==> src/rtl/obstacle_spawner.sv <==
// ---------------------------------------------------------------------------
// obstacle_spawner
//
// Feeds the four lane shift registers with pseudo-random obstacles. Once per
// game tick it produces a 4-bit entry word that is either all zero or has
// exactly one lane bit set. A small game-state machine (IDLE/RUN/PAUSE/OVER)
// decides when spawning is allowed.
//
// Parameters:
//   SEED        LFSR reset value; must be nonzero or the LFSR locks up
//   MIN_GAP     ticks forced empty after every spawn (0..7)
//   MAX_REPEAT  longest run of consecutive spawns allowed in one lane (1..3)
//
// Ports:
//   clock        system clock
//   Reset_b      asynchronous reset, active low
//   tick         one-cycle game-step enable from the rate divider
//   start        level, begins or restarts a game
//   pause        level, holds the game while high
//   game_over    level, registered hit flag from the collision logic
//   density      spawn probability select (64/96/128/192 out of 256)
//   osignal      lane entry word, bit i = lane i, one-hot or zero
//   spawn_count  obstacles spawned in the current game, saturates at 255
//   state        game state: 00 IDLE, 01 RUN, 10 PAUSE, 11 OVER
// ---------------------------------------------------------------------------
module obstacle_spawner #(
    parameter logic [15:0] SEED       = 16'hACE1,
    parameter int          MIN_GAP    = 1,
    parameter int          MAX_REPEAT = 2
) (
    input  logic       clock,
    input  logic       Reset_b,
    input  logic       tick,
    input  logic       start,
    input  logic       pause,
    input  logic       game_over,
    input  logic [1:0] density,
    output logic [3:0] osignal,
    output logic [7:0] spawn_count,
    output logic [1:0] state
);

    typedef enum logic [1:0] {
        IDLE  = 2'b00,
        RUN   = 2'b01,
        PAUSE = 2'b10,
        OVER  = 2'b11
    } game_state_t;

    game_state_t state_q;
    game_state_t state_d;

    logic [15:0] lfsr;
    logic [15:0] lfsr_next;
    logic [2:0]  gap_cnt;
    logic [1:0]  last_lane;
    logic [1:0]  repeat_cnt;

    logic [7:0]  threshold;
    logic [1:0]  cand_lane;
    logic [1:0]  spawn_lane;
    logic        spawn_hit;
    logic        eval_en;
    logic        game_start;

    assign state = state_q;

    // Next-state logic, evaluated every clock rather than only on ticks so the
    // game reacts to buttons and the hit flag immediately. game_over outranks
    // pause, which outranks start. A start while the hit flag is still high is
    // ignored so a game cannot restart straight into a collision.
    always_comb begin
        state_d = state_q;
        case (state_q)
            IDLE: begin
                if (start) begin
                    state_d = RUN;
                end
            end
            RUN: begin
                if (game_over) begin
                    state_d = OVER;
                end else if (pause) begin
                    state_d = PAUSE;
                end
            end
            PAUSE: begin
                if (game_over) begin
                    state_d = OVER;
                end else if (!pause) begin
                    state_d = RUN;
                end
            end
            OVER: begin
                if (start && !game_over) begin
                    state_d = RUN;
                end
            end
            default: begin
                state_d = IDLE;
            end
        endcase
    end

    // Game state register.
    always_ff @(posedge clock or negedge Reset_b) begin
        if (!Reset_b) begin
            state_q <= IDLE;
        end else begin
            state_q <= state_d;
        end
    end

    // Right-shifting Galois LFSR with taps 16,14,13,11 (mask 16'hB400). It runs
    // every cycle in every state, so the sequence seen by the first tick of a
    // game depends on how long the player took to press start.
    always_comb begin
        lfsr_next = {1'b0, lfsr[15:1]};
        if (lfsr[0]) begin
            lfsr_next = lfsr_next ^ 16'hB400;
        end
    end

    // Spawn decision for the current cycle. The low LFSR byte is compared with
    // a density-dependent threshold; bits 9:8 propose a lane. If that lane has
    // already received MAX_REPEAT consecutive spawns, the obstacle is moved to
    // the next lane (wrapping 3 -> 0) to keep the game playable. A decision is
    // only taken on a tick where the game is in RUN and stays in RUN; any state
    // change on the same cycle wins over the tick.
    always_comb begin
        threshold = 8'd64;
        case (density)
            2'd0:    threshold = 8'd64;
            2'd1:    threshold = 8'd96;
            2'd2:    threshold = 8'd128;
            default: threshold = 8'd192;
        endcase

        cand_lane  = lfsr[9:8];
        spawn_lane = cand_lane;
        if ((cand_lane == last_lane) && (repeat_cnt == 2'(MAX_REPEAT))) begin
            spawn_lane = cand_lane + 2'd1;
        end

        spawn_hit  = (lfsr[7:0] < threshold);
        eval_en    = tick && (state_q == RUN) && (state_d == RUN);
        game_start = ((state_q == IDLE) || (state_q == OVER)) && (state_d == RUN);
    end

    // Datapath registers. osignal is registered, so a decision taken on a tick
    // appears on the following cycle and is held until the next tick. Leaving
    // RUN clears it at once. Entering a new game clears the counters but keeps
    // last_lane; PAUSE leaves gap and repeat bookkeeping untouched so the game
    // resumes exactly where it stopped.
    always_ff @(posedge clock or negedge Reset_b) begin
        if (!Reset_b) begin
            lfsr        <= SEED;
            osignal     <= 4'b0000;
            spawn_count <= 8'd0;
            gap_cnt     <= 3'd0;
            last_lane   <= 2'd0;
            repeat_cnt  <= 2'd0;
        end else begin
            lfsr <= lfsr_next;

            if (game_start) begin
                spawn_count <= 8'd0;
                gap_cnt     <= 3'd0;
                repeat_cnt  <= 2'd0;
            end

            if (state_d != RUN) begin
                osignal <= 4'b0000;
            end else if (eval_en) begin
                if (gap_cnt != 3'd0) begin
                    gap_cnt <= gap_cnt - 3'd1;
                    osignal <= 4'b0000;
                end else if (spawn_hit) begin
                    osignal    <= 4'b0001 << spawn_lane;
                    repeat_cnt <= (spawn_lane == last_lane) ? (repeat_cnt + 2'd1) : 2'd1;
                    last_lane  <= spawn_lane;
                    gap_cnt    <= 3'(MIN_GAP);
                    if (spawn_count != 8'hFF) begin
                        spawn_count <= spawn_count + 8'd1;
                    end
                end else begin
                    osignal <= 4'b0000;
                end
            end
        end
    end

endmodule

==> config.mk <==
export PLATFORM = sky130hd
export DESIGN_NAME = obstacle_spawner
export DESIGN_NICKNAME = d
export VERILOG_FILES = /design/src/rtl/obstacle_spawner.sv
export SDC_FILE = /design/constraint.sdc
export NUM_CORES = 1
export LEC_CHECK = 0
export ABC_CLOCK_PERIOD_IN_PS = 2100
export BUFFER_PORTS_ARGS = -buffer_cell sky130_fd_sc_hd__buf_2
export CAP_MARGIN = 20
export CORE_UTILIZATION = 49
export DETAILED_ROUTE_END_ITERATION = 12
export HOLD_SLACK_MARGIN = 0.15
export PLACE_DENSITY = 0.68
export SYNTH_ARGS = -nofsm -noshare
export SYNTH_HDL_FRONTEND = slang
export SYNTH_SLANG_ARGS = --single-unit
==> constraint.sdc <==
create_clock -name clock -period 2.1 [get_ports clock]
set_input_delay 0.21 -clock clock [delete_from_list [all_inputs] [get_ports clock]]
set_output_delay 0.21 -clock clock [all_outputs]
set_load 0.02 [all_outputs]
# Yosys cells after proc, flatten, opt, wreduce, memory -nomap -nowiden
# Index checks and enable logic that the tools add are counted.
[word_totals] ff_bits=37 latchBits=0 ramBits=0 romBits=0 in_bits=8 output_inout_bits=14 elab_cells=70 n_memories=0
[classes] n_addsub=4 mul=0 div_mod_pow=0 magnitude_cmp=1 eq_ne=11 shifts=1 muxes=31 bitwise=3 n_reduce_logical=12
[op_table] operator="8-bit 2-to-1 mux" count=6
[op_table] operator="2-bit 2-to-1 mux" count=13
[op_table] operator="8-bit case mux with 3 select lines" count=1
[op_table] operator="16-bit 2-to-1 mux" count=1
[op_table] operator="4-bit 2-to-1 mux" count=4
[op_table] operator="3-bit 2-to-1 mux" count=5
[op_table] operator="8-bit by 1-bit adder with 8-bit output (second input constant)" count=1
[op_table] operator="2-bit == test (second input constant)" count=4
[op_table] operator="8-bit < comparator" count=1
[op_table] operator="8-bit != test (second input constant)" count=1
[op_table] operator="2-bit case mux with 4 select lines" count=1
[op_table] operator="2-bit by 1-bit == test with 1-bit output (second input constant)" count=3
[op_table] operator="1-bit logical AND" count=5
[op_table] operator="2-bit by 1-bit adder with 2-bit output (second input constant)" count=2
[op_table] operator="2-bit == test" count=2
[op_table] operator="2-bit zero test" count=2
[op_table] operator="3-bit inverter with 4-bit output" count=1
[op_table] operator="4-bit AND reduction" count=1
[op_table] operator="1-bit by 2-bit << shifter with 4-bit output (first input constant)" count=1
[op_table] operator="3-bit nonzero test" count=1
[op_table] operator="3-bit by 1-bit subtractor with 3-bit output (second input constant)" count=1
[op_table] operator="2-bit by 1-bit != test with 1-bit output (second input constant)" count=1
[op_table] operator="1-bit inverter" count=2
[op_table] operator="2-bit nonzero test" count=1
[op_table] operator="other kinds (2)" count=2

# Logic depth before layout (Yosys ltp)
[logic_depth] depth_word=12 depth_mapped=9 ltp_nobuf=8

# Least setup slack after synthesis
# Ideal clock, no wire load.
[synth_path] kind="register -> register" startpoint="register lfsr[6]" endpoint="register spawn_count[3]" setup_time_ps=126 arrival_ps=2104 t_required_ps=1974 setup_slack_ps=-130 path_stages_with_launch=7 n_path_buf=0 period_less_slack_ps=2230 path_cell_list="dfstp_2 > ha_1 > o21ai_0 > o2111ai_4 > a21o_1 > a211o_1 > a221o_1"
[synth_via] elab_chain_cells=5
[synth_lines] item="start: declaration" line_no="53" text="logic [15:0] lfsr;"
[synth_lines] item="start signal: assignment" line_no="164" text="lfsr <= lfsr_next;"
[synth_lines] item="8-bit < comparator" line_no="145" text="spawn_hit = (lfsr[7:0] < threshold);"
[synth_lines] item="8-bit 2-to-1 mux" line_no="178" text="end else if (spawn_hit) begin"
[synth_lines] item="8-bit 2-to-1 mux" line_no="175" text="if (gap_cnt != 3'd0) begin"
[synth_lines] item="8-bit 2-to-1 mux" line_no="174" text="end else if (eval_en) begin"
[synth_lines] item="8-bit 2-to-1 mux" line_no="172" text="if (state_d != RUN) begin"
[synth_lines] item="end signal: assignment" line_no="184" text="spawn_count <= spawn_count + 8'd1;"
[synth_lines] item="end: declaration" line_no="39" text="output logic [7:0] spawn_count,"
# No other way between the ends.
# A chain may end at the register's enable or synchronous reset.

# Final worst setup path
[layout_path] startpoint="register lfsr[6]" endpoint="register spawn_count[4]"
# The elaborated chain is that of the path after synthesis.

==> metrics <==
router iterations before antenna repair 4; slew margin rel. 47.5%; highest clock rate 481 MHz; most frequent cells in the layout 27 x dfrtp_1, 21 x buf_2, 21 x buf_4; Mapped Nets 191; die width 63.9 microns; maximum vdd ir drop 0.000777 V; worst min-delay path class flop to flop; die span in y 63.9 microns; Critical path buffers and inverters 0; Clock Tree Root clkbuf_8; antenna cell count 0; first-pass GRT wire length 7.14 mm; Setup Viol. Count Final 0; PD cells 1250 nW/um^2; most common cell after layout, fill and taps aside dfrtp_1; total number of vias 1547; post-detail-place hpwl 2.94 mm; status complete, no violations; FFs w/ async S/R, synth 100%; static leakage power 1.19 nW; clk sinks 37; Wirelength per Cell 15.7 microns; DR iter-0 viols 103; total wire length 4.20 mm; fin. max-slew vios 0; Core Rows 22; WP data required 2.27 ns; port buffer count 21; final hold slack 0.360 ns; delay-heaviest family, CP compound AO/OA/AOI/OAI gates; crit path capture type flop; die area 4090 sq um; DP Area 2150 sq um; EDFF count, synth 0; Non-Filler Instances 268; minimum clock period 2.08 ns; startpoint types flop; maxcap violations 0; critical path fanouts, max 5; CTS buffer count 5; io pins 22; CTS H-tree lvls 2; GRT Residual Overflow 0; cell area after layout 2450 sq um; Worst Path Arrival 2.25 ns; largest net degree at the start of global routing 38; routed vias/inst 5.77; Worst Clk Skew 0.00817 ns; Cells after Synth 172; Synth cell types 45; critical path class flop to flop; Final #Nets 238; gr usage total 23.3%; YS warnings 0; clock slew at reported path FFs 0.08 ns; initial cell density of the core 51.3%; Critical Path Max Stage Delay 0.56 ns; final hold vios 0; core area 3660 sq um; Yosys reg bits 37; total power 3.06 mW; post-synthesis sequential area ratio 49.8%; CTS tree yes; Area Growth Syn to Fin 30.5%; RSZ-0062 raised after global routing yes; critical path's slowest cell dfstp_2; syn_area_per_cell 10.9 sq um; worst r2r src lfsr[6]; setup TNS 0 ns; Period Utilization, post-route 99.1%; startpoint of the worst hold path lfsr[1]; CP cell instances ha_4 > o21ai_4 > o2111ai_4 > a21o_1 > a211o_4 > a221o_1; clk buf depth 2; Clock Latency Late Sink 0.29 ns; Worst Max-Slew Pin Slew 0.788 ns; Detail Route Antenna Nets 0; vias in the first global route 1531; DRC Markers 0; filler instances 286; Cell Area, Synth 1880 sq um; layout cells sized above 1 38.6%; Crit. Startpoint lfsr[6]; initial antenna violation count 0; routability cong. 0.789; Inst Count DP 252; Top FF cell, synth dfrtp_1
[layer usage]
metal / GRT usage, % / up-vias / share of wire, %
li1: - / 724 / -
met1: 28.6 / 774 / 41
met2: 39.6 / 40 / 53
met3: 4.82 / 9 / 2.9
met4: 9.94 / 0 / 2.6
met5: 0 / - / 0
[flip-flops by register name, indices dropped and copies added (netlist names)]
register     count
lfsr            16
spawn_count      8
osignal          4
gap_cnt          3
last_lane        2
repeat_cnt       2
state            2
[worst paths after layout]
check                            endpoint  slack (ns)  cells after the start
min in group asynchronous   repeat_cnt[0]        0.54                      2
setup reg to reg           spawn_count[4]        0.02                      6
setup / recovery           spawn_count[4]        0.02                      6
max in group asynchronous        state[0]        1.02                      2
hold reg to reg                   lfsr[0]        0.36                      0
hold / removal                    lfsr[0]        0.36                      0
[synth_stat cells (3+ instances only)]
cell | number | area, sq um
nand3_1 | 5 | 25.0
nor2b_1 | 3 | 18.8
o21ai_0 | 6 | 30.0
a21o_1 | 3 | 22.5
a22oi_1 | 5 | 37.5
a21oi_1 | 3 | 15.0
xor2_1 | 5 | 43.8
nor3_1 | 4 | 20.0
inv_1 | 15 | 56.3
o41ai_1 | 5 | 43.8
dfrtp_1 | 29 | 726
ha_1 | 11 | 138
nand2b_1 | 3 | 18.8
o2bb2ai_1 | 3 | 26.3
mux2i_1 | 3 | 30.0
dfstp_2 | 8 | 210
nor2_1 | 13 | 48.8
nor3b_1 | 4 | 30.0
nor4_1 | 3 | 18.8
nand2_1 | 5 | 18.8
[report_power, final]
group          total (mW)  switching, mW  internal, mW
registers           0.871         0.0713         0.799
clock network       0.637          0.251         0.386
logic                1.55          0.885         0.667
total                3.06           1.21          1.85
[timing repair]
item | in CTS | in global routing
hold buffers | 1 | 0
gates resized for setup | 8 | 14
endpoints found under the setup margin | 7 | 17
endpoints found under the hold margin | 29 | 0
pin swaps | 8 | 2
buffers inserted | 6 | 1
[through the flow]
step	setup WS [ns]	util (%)
final	0.0193	67.0
after global routing	-0.0531	67.0
after CTS	-0.00122	64.9
after detailed placement	-0.106	58.7
after global placement	-0.00588	58.7
after floorplan	0.0211	-
[worst register-to-register path, stage by stage, from the launching register on]
cell and delay [ns]:
dfstp_2 0.56, ha_4 0.20, o21ai_4 0.16, o2111ai_4 0.15, a21o_1 0.20, a211o_4 0.36
a221o_1 0.33
[cell families (layout without fill, tap and decap cells)]
kind of cell	count (synthesis)	after routing	share of synthesized area [%]
flops	37	37	49.8
xor+xnor	5	5	2.33
simple gates	51	51	15.2
buf+inv	19	67	3.86
compound gates	44	44	18.6
fa+ha+maj	11	11	7.32
mux	5	5	2.80
[layout make-up]
cell class                 count  area, sq um  area share (%)
clock buffer                   6         82.6            3.37
inverter                      15         56.3            2.30
tap                           48         60.1            2.45
multi-input combinational    116          993            40.5
timing repair buffer          44          284            11.6
clock inverter                 2         37.5            1.53
sequential                    37          938            38.3
(Power assumes the default switching activity.)
